<file path="config.mk">
export PLATFORM = sky130hd
export DESIGN_NAME = vrect_fill
export DESIGN_NICKNAME = d
export VERILOG_FILES = /design/src/rtl/vrect_fill_pkg.sv /design/src/rtl/vrect_fill_rect_clip.sv /design/src/rtl/vrect_fill.sv
export SDC_FILE = /design/constraint.sdc
export NUM_CORES = 1
export LEC_CHECK = 0
export BUFFER_PORTS_ARGS = -buffer_cell sky130_fd_sc_hd__buf_2
export CAP_MARGIN = 30
export CORE_MARGIN = 8
export CORE_UTILIZATION = 30
export DETAILED_ROUTE_END_ITERATION = 6
export MAX_ROUTING_LAYER = met4
export PLACE_DENSITY = 0.51
export SLEW_MARGIN = 5
export SYNTH_ARGS = -nofsm -noshare
export SYNTH_HDL_FRONTEND = slang
export SYNTH_SLANG_ARGS = --single-unit
</file>
<file path="constraint.sdc">
create_clock -name MemClk -period 4.2 [get_ports MemClk]
set_input_delay 0.84 -clock MemClk [delete_from_list [all_inputs] [get_ports MemClk]]
set_output_delay 0.84 -clock MemClk [all_outputs]
set_load 0.005 [all_outputs]
</file>
<file path="src/rtl/vrect_fill_pkg.sv">
// rtl/vrect_fill_pkg.sv - shared video geometry constants and fill-engine state encoding
package vrect_fill_pkg;

  localparam int VID_XRES   = 640;
  localparam int VID_YRES   = 480;
  localparam int VID_STRIDE = VID_XRES;

  localparam int VID_XWIDTH = 10;
  localparam int VID_YWIDTH = 10;
  localparam int VID_AWIDTH = 19;
  localparam int VID_DWIDTH = 8;

  localparam logic [1:0] ST_IDLE  = 2'd0;
  localparam logic [1:0] ST_SETUP = 2'd1;
  localparam logic [1:0] ST_RUN   = 2'd2;

endpackage

</file>
<file path="src/rtl/vrect_fill_rect_clip.sv">
// rtl/vrect_fill_rect_clip.sv - combinational clip of a fill rectangle to the framebuffer
module rect_clip
  import vrect_fill_pkg::*;
#(
  parameter int XWIDTH = VID_XWIDTH,
  parameter int YWIDTH = VID_YWIDTH,
  parameter int AWIDTH = VID_AWIDTH,
  parameter int XRES   = VID_XRES,
  parameter int YRES   = VID_YRES
) (
  input  logic [XWIDTH-1:0] x,
  input  logic [YWIDTH-1:0] y,
  input  logic [XWIDTH-1:0] w,
  input  logic [YWIDTH-1:0] h,
  output logic              empty,
  output logic [XWIDTH-1:0] wc,
  output logic [YWIDTH-1:0] hc,
  output logic [AWIDTH-1:0] startAddr
);

  logic [XWIDTH:0] xRem;
  logic [YWIDTH:0] yRem;

  // One extra bit so an out-of-range origin cannot alias into a small remainder.
  assign xRem = (XWIDTH+1)'(XRES) - {1'b0, x};
  assign yRem = (YWIDTH+1)'(YRES) - {1'b0, y};

  assign empty = ({1'b0, x} >= (XWIDTH+1)'(XRES)) ||
                 ({1'b0, y} >= (YWIDTH+1)'(YRES)) ||
                 (w == '0) || (h == '0);

  assign wc = ({1'b0, w} < xRem) ? w : xRem[XWIDTH-1:0];
  assign hc = ({1'b0, h} < yRem) ? h : yRem[YWIDTH-1:0];

  assign startAddr = AWIDTH'(y) * AWIDTH'(XRES) + AWIDTH'(x);

endmodule

</file>
<file path="src/rtl/vrect_fill.sv">
// rtl/vrect_fill.sv - rectangle fill engine issuing one MMU write per clipped pixel
module vrect_fill
  import vrect_fill_pkg::*;
#(
  parameter int XWIDTH = VID_XWIDTH,
  parameter int YWIDTH = VID_YWIDTH,
  parameter int AWIDTH = VID_AWIDTH,
  parameter int DWIDTH = VID_DWIDTH,
  parameter int XRES   = VID_XRES,
  parameter int YRES   = VID_YRES
) (
  input  logic              MemClk,
  input  logic              RstN,
  input  logic              CmdValid,
  output logic              CmdReady,
  input  logic [XWIDTH-1:0] CmdX,
  input  logic [YWIDTH-1:0] CmdY,
  input  logic [XWIDTH-1:0] CmdW,
  input  logic [YWIDTH-1:0] CmdH,
  input  logic [DWIDTH-1:0] CmdColor,
  input  logic              Abort,
  output logic [AWIDTH-1:0] WriteAddr,
  output logic [DWIDTH-1:0] WriteData,
  output logic              HasWriteData,
  input  logic              WriteDataRdy,
  output logic              Busy,
  output logic              Done
);

  logic [1:0]        state;
  logic [XWIDTH-1:0] latX, latW, wcReg, colCnt;
  logic [YWIDTH-1:0] latY, latH, rowCnt;
  logic [DWIDTH-1:0] colorReg;
  logic [AWIDTH-1:0] rowBase, curAddr;

  logic              clipEmpty;
  logic [XWIDTH-1:0] clipWc;
  logic [YWIDTH-1:0] clipHc;
  logic [AWIDTH-1:0] clipStart;

  rect_clip #(
    .XWIDTH(XWIDTH), .YWIDTH(YWIDTH), .AWIDTH(AWIDTH), .XRES(XRES), .YRES(YRES)
  ) uClip (
    .x(latX), .y(latY), .w(latW), .h(latH),
    .empty(clipEmpty), .wc(clipWc), .hc(clipHc), .startAddr(clipStart)
  );

  assign CmdReady     = (state == ST_IDLE);
  assign HasWriteData = (state == ST_RUN);
  assign Busy         = (state != ST_IDLE);
  assign WriteAddr    = curAddr;
  assign WriteData    = colorReg;

  always_ff @(posedge MemClk or negedge RstN) begin
    if (!RstN) begin
      state    <= ST_IDLE;
      latX     <= '0;
      latY     <= '0;
      latW     <= '0;
      latH     <= '0;
      colorReg <= '0;
      wcReg    <= '0;
      colCnt   <= '0;
      rowCnt   <= '0;
      rowBase  <= '0;
      curAddr  <= '0;
      Done     <= 1'b0;
    end else begin
      Done <= 1'b0;
      case (state)
        ST_IDLE: begin
          if (CmdValid) begin
            latX     <= CmdX;
            latY     <= CmdY;
            latW     <= CmdW;
            latH     <= CmdH;
            colorReg <= CmdColor;
            state    <= ST_SETUP;
          end
        end
        ST_SETUP: begin
          if (Abort) begin
            state <= ST_IDLE;
          end else if (clipEmpty) begin
            Done  <= 1'b1;
            state <= ST_IDLE;
          end else begin
            rowBase <= clipStart;
            curAddr <= clipStart;
            wcReg   <= clipWc;
            colCnt  <= clipWc - XWIDTH'(1);
            rowCnt  <= clipHc - YWIDTH'(1);
            state   <= ST_RUN;
          end
        end
        ST_RUN: begin
          // A pixel acknowledged together with Abort is already consumed; nothing to undo.
          if (Abort) begin
            state <= ST_IDLE;
          end else if (WriteDataRdy) begin
            if (colCnt != '0) begin
              curAddr <= curAddr + AWIDTH'(1);
              colCnt  <= colCnt - XWIDTH'(1);
            end else if (rowCnt != '0) begin
              rowBase <= rowBase + AWIDTH'(XRES);
              curAddr <= rowBase + AWIDTH'(XRES);
              colCnt  <= wcReg - XWIDTH'(1);
              rowCnt  <= rowCnt - YWIDTH'(1);
            end else begin
              Done  <= 1'b1;
              state <= ST_IDLE;
            end
          end
        end
        default: state <= ST_IDLE;
      endcase
    end
  end

endmodule

</file>
Yosys cells after proc, flatten, opt, wreduce, memory -nomap -nowiden
Cells that the tools add are included.
Storage, ports and cells
  register bits after elaboration: 119
  input bits: 53
Cells by class
  $add $sub $neg: 10
  $mul: 1
  $lt $le $gt $ge: 4
  equal/unequal tests: 13
  multiplexer cells: 42
  bitwise operators: 2
  reduce and logical (&&, ||, !) cells: 15
Operator list (number)
  2-to-1 mux 19 bit: 9
  2-to-1 mux 10 bit: 14
  one-hot mux 19 bit (2 select lines): 2
  subtractor 10 x 1 -> 10 bit (second input constant): 5
  one-hot mux 10 bit (2 select lines): 2
  less-than comparator 10 x 11 -> 1 bit: 2
  zero test 10 bit: 2
  nonzero test 10 bit: 2
  adder 19 x 1 -> 19 bit (second input constant): 1
  adder 19 x 10 -> 19 bit: 1
  adder 19 x 10 -> 19 bit (second input constant): 1
  2-to-1 mux 2 bit: 7
  multiplier 10 x 3 -> 12 bit (second input constant): 1
  subtractor 10 x 10 -> 11 bit (first input constant): 1
  subtractor 9 x 10 -> 11 bit (first input constant): 1
  greater-or-equal comparator 10 bit (second input constant): 1
  greater-or-equal comparator 10 x 9 -> 1 bit (second input constant): 1
  inequality test 2 bit (second input constant): 5
  AND reduction 7 bit: 1
  2-to-1 mux 1 bit: 6
  inequality test 3 bit (second input constant): 2
  one-hot mux 2 bit (3 select lines): 1
  AND reduction 6 bit: 1
  inequality test 2 x 1 -> 1 bit (second input constant): 2
  other kinds (12): 16

Depth between registers and ports, before layout
  depth in word-level cells: 7
  mapped depth: 19
  mapped depth without buffers: 17

Cells and area by module
From an unflattened synthesis, not the netlist that was laid out.
Second synthesis, totals
  cells, all modules: 871
  area total of the unflattened synthesis: 8091.5 µm²
By module, submodules not included
  vrect_fill: instances 1, cells an instance 643, area an instance 6334.8 µm², seq. area each 2977.9 µm²
  rect_clip: instances 1, cells an instance 228, area an instance 1756.7 µm², seq. area each 0.0 µm²

Worst setup path before layout
Ideal clock, no wire load.
  path type: flip-flop to flip-flop
  start point: reg latY[2]
  end point: reg rowCnt[8]
  library setup time: 0.082 ns
  arrival time: 4.371 ns
  data required time: 4.118 ns
  slack: -0.253 ns
  cell stages (with the launch flop): 20
  cell sequence: dfrtp_1 -> buf_6 -> or4_4 -> or2_2 -> nor2b_1 -> xnor2_1 -> inv_1 -> ha_1 -> a21o_1 -> o211a_1 -> nor2_1 -> a21o_1 -> buf_4 -> a2111oi_0 -> a211o_1 -> ha_1 -> nor4b_1 -> inv_1 -> or4_1 -> a31oi_1
On the way
  longest elaborated chain between the ends: 7
  elaborated cells between the ends (all ways): 13
RTL lines
  from (decl): line vrect_fill.sv:32  | logic [YWIDTH-1:0] latY, latH, rowCnt;
  from (signal assigned): line vrect_fill.sv:74  | latY <= CmdY;
  subtractor 9 x 10 -> 11 bit: line vrect_fill_rect_clip.sv:26  | assign yRem = (YWIDTH+1)'(YRES) - {1'b0, y};
  less-than comparator 10 x 11 -> 1 bit: line vrect_fill_rect_clip.sv:33  | assign hc = ({1'b0, h} < yRem) ? h : yRem[YWIDTH-1:0];
  2-to-1 mux 10 bit: line vrect_fill_rect_clip.sv:33
  subtractor 10 x 1 -> 10 bit: line vrect_fill.sv:92  | rowCnt <= clipHc - YWIDTH'(1);
  2-to-1 mux 10 bit: line vrect_fill.sv:84  | end else if (clipEmpty) begin
  2-to-1 mux 10 bit: line vrect_fill.sv:82  | if (Abort) begin
  one-hot mux 10 bit (2 select lines): line vrect_fill.sv:70  | case (state)
  to (signal assigned): line vrect_fill.sv:92
  to (signal assigned): line vrect_fill.sv:108  | rowCnt <= rowCnt - YWIDTH'(1);
  to (decl): line vrect_fill.sv:32
Several ways; a longest one is shown, not always the timed one. The select of a mux whose other input is x is not followed.
A chain may end at the register's enable or synchronous reset.

Worst setup path in the final report
  start point: reg latX[5]
  end point: reg colCnt[9]
On the way
  longest elaborated chain between the ends: 7
  elaborated cells between the ends (all ways): 13
RTL lines
  from (decl): line vrect_fill.sv:31  | logic [XWIDTH-1:0] latX, latW, wcReg, colCnt;
  from (signal assigned): line vrect_fill.sv:73  | latX <= CmdX;
  subtractor 10 x 10 -> 11 bit: line vrect_fill_rect_clip.sv:25  | assign xRem = (XWIDTH+1)'(XRES) - {1'b0, x};
  less-than comparator 10 x 11 -> 1 bit: line vrect_fill_rect_clip.sv:32  | assign wc = ({1'b0, w} < xRem) ? w : xRem[XWIDTH-1:0];
  2-to-1 mux 10 bit: line vrect_fill_rect_clip.sv:32
  subtractor 10 x 1 -> 10 bit: line vrect_fill.sv:91  | colCnt <= clipWc - XWIDTH'(1);
  2-to-1 mux 10 bit: line vrect_fill.sv:84
  2-to-1 mux 10 bit: line vrect_fill.sv:82
  one-hot mux 10 bit (2 select lines): line vrect_fill.sv:70
  to (signal assigned): line vrect_fill.sv:91
  to (signal assigned): line vrect_fill.sv:103  | colCnt <= colCnt - XWIDTH'(1);
  to (signal assigned): line vrect_fill.sv:107  | colCnt <= wcReg - XWIDTH'(1);
  to (decl): line vrect_fill.sv:31
Several ways; a longest one is shown, not always the timed one. The select of a mux whose other input is x is not followed.

==> results.md <==
- Status: complete, no violations
- Worst Hold Class: in2async
- Horiz. Die Dim: 180 um
- EDFF count, synth: 0
- Fin crit period: 4.04 ns
- Cts hold-fix bufs: 0
- Met2 Track Usage GR: 22.6%
- Slowest CP cell: or4_4
- CTS H-Tree Depth: 4
- Grt ovf: 0
- Root Driver: clkbuf_16
- Crit share post-route: 96.3%
- Synth Area per Inst: 9.16 um2
- First-pass DRT Iterations: 5
- Normalized max-slew margin: 36.8%
- Grt met1 use: 20.4%
- Clock skew: 0.0123 ns
- Global routing's busiest layer: met2
- Hold Vio Cnt, Final: 0
- DRC: 0
- Yosys warnings: 0
- CP required: 4.51 ns
- Vias in the first global route: 6898
- Post-route ant nets: 0
- Commonest non-fill, non-tap cell in the layout: dfrtp_1
- Max Cap Viol: 0
- Filler Cells Inserted: 2675
- Kind of start point of the critical path: flop
- Layout cells sized above 1: 28.1%
- Vias post-DR: 7074
- Nets@finish: 1108
- Worst Setup Path Type: reg2reg
- Endpoint class of the critical path: flop
- GRT met3 Usage: 2.86%
- Vias per std cell: 5.19
- # port buffers: 83
- Synth cell types: 85
- RR Startpoint: latX[5]
- Asr flop ratio synth: 100%
- Setup WS post-layout: 0.157 ns
- Arrival @ worst endpoint: 4.35 ns
- Reg2reg setup slack: 0.16 ns
- CP cell instances: nor4_4 > nand2_1 > and2_4 > xnor2_2 > ha_1 > a211o_1 > a211o_1 > a41oi_2 > o21ba_4 > nor2_2 > o311a_1 > or4_4 > or4_4 > a31o_1
- Final setup violation count: 0
- CP max FO: 4
- CTS clk-pin slew, worst paths: 0.06 ns
- Yosys reg bits: 119
- # clock sinks: 119
- Worst-margin pin slew: 0.948 ns
- Iter 0 DRT Violations: 452
- Slew Viols, Final: 0
- Syn nets: 979
- Cells after Synth: 879
- Initial antenna violation count: 2
- Max Root-Sink Buffers: 2
- Setup TNS: 0 ns
- Initial Util: 30.2%
- Core Area: 0.0267 mm2
- Max stage delay on crit path: 0.55 ns
- Fmax: 0.247 GHz
- Reg2reg end: colCnt[9]
- Fin util: 37.8%
- Synth Cell Area: 0.00806 mm2
- All-Layer GR Usage: 15.0%
- Setup WS pre-CTS: -0.158 ns
- DRT Wirelength: 23.7 mm
- First-pass GRT wire length: 38.3 mm
- Chip Height: 180 um
- Clk_lat worst skew: 0.43 ns
- Most frequent cells in the layout: dfrtp_1, nand2_1, buf_2, buf_4, o21ai_0
- Design area: 0.0101 mm2
- CTS tree: yes
- # rows: 60
- Reg2reg path depth: 14
- Synth Flop Type: dfrtp_1
- Layout area overhead: 25.1%
- Post-DP HPWL: 17.5 mm
- Final GP Congestion: 0.855
- Die area: 0.0323 mm2
- Io pins: 84
- Wire per inst: 17.4 um
- Largest net degree at the start of global routing: 86
- Inserted Clock Buffers: 17
- Placed Area: 0.00923 mm2
- Seq/Total Area, Yosys: 37.0%
==> worst max path at each step <==
stage | from | end | slack, ns
after detailed placement | latY[3] | rowCnt[9] | -0.16
after global placement | latY[3] | rowCnt[9] | -0.06
after CTS | latX[3] | colCnt[9] | 0.008
after floorplan | latX[0] | colCnt[9] | 0.01
final | latX[5] | colCnt[9] | 0.16
after global routing | latY[1] | rowCnt[8] | -0.005
==> metal layers <==
layer	share of wire, %	wire length (um)	up-vias
met3	3.9	918	14
met5	0	0	-
met4	1.1	252	0
li1	-	-	3511
met2	45	10600	154
met1	50	11900	3395
==> kinds of logic after synthesis <==
group / Yosys count / synth area share, %
buffers and inverters: 72 / 3.68
multiplexers: 56 / 7.78
AND/OR/NAND/NOR: 289 / 18.1
XOR/XNOR: 47 / 5.30
flip-flops: 119 / 37.0
AO/OA/AOI/OAI: 249 / 20.7
adder cells (fa/ha/maj): 47 / 7.49
==> flip-flops by register name, summed over array words and instances (netlist names) <==
name       flops
latX          10
state          2
colCnt        10
wcReg         10
latH          10
Done           1
rowBase       19
latW          10
rowCnt        10
WriteData      8
WriteAddr     19
latY          10
==> layout make-up <==
type	count	area [um2]	area share (%)
multi-input cells	689	4980	49.4
well taps	341	427	4.23
flip-flops and latches	119	2980	29.5
clock inverters	10	141	1.40
repair buffers	153	960	9.52
diodes	2	5.00	0.0497
inverters	28	105	1.04
clock buffers	22	484	4.80
==> stage by stage <==
stage | hold WS (ns) | std cells
floorplan | 0.450 | 879
global placement | 0.468 | 1319
detailed placement | 0.471 | 1319
CTS | 0.383 | 1357
global route | 0.408 | 1364
finish | 0.377 | 1364
==> critical path, delay by kind of cell (launching register included) <==
kind	cells	cell delay, ns
fa+ha+maj	1	0.29
simple gates	6	1.70
xor+xnor	1	0.13
compound gates	6	1.41
flops	1	0.40
==> what timing repair did <==
action,4_1_cts,5_1_grt
gates cloned,0,1
resized for setup,8,23
setup endpoints to repair,5,12
setup buffers,6,4
pin swaps,11,27
hold endpoints to repair,0,0
==> Yosys cell counts (all sizes together), types with 8 or more instances <==
master | n | area share (%)
dfrtp | 119 | 37
nand2 | 99 | 4.6
o21ai | 71 | 4.5
a21oi | 56 | 3.5
nor2 | 54 | 2.5
mux2 | 53 | 7.4
ha | 45 | 7.0
clkbuf | 34 | 1.6
xnor2 | 29 | 3.2
inv | 28 | 1.3
nand3 | 24 | 1.5
xor2 | 17 | 1.8
nor3 | 15 | 0.93
nor2b | 14 | 1.1
and3 | 13 | 1.0
nor4 | 13 | 1.1
o211ai | 11 | 1.1
or4 | 11 | 1.1
a21o | 10 | 0.93
buf | 10 | 0.78
o21a | 10 | 0.93
a31oi | 9 | 0.70
nand4 | 9 | 0.78
a2111oi | 8 | 0.90
a22o | 8 | 0.87
and2 | 8 | 0.65
o31ai | 8 | 0.75
Power is not shown: default switching activity piles up to over one toggle a cycle in this logic, so the estimate is an artifact.
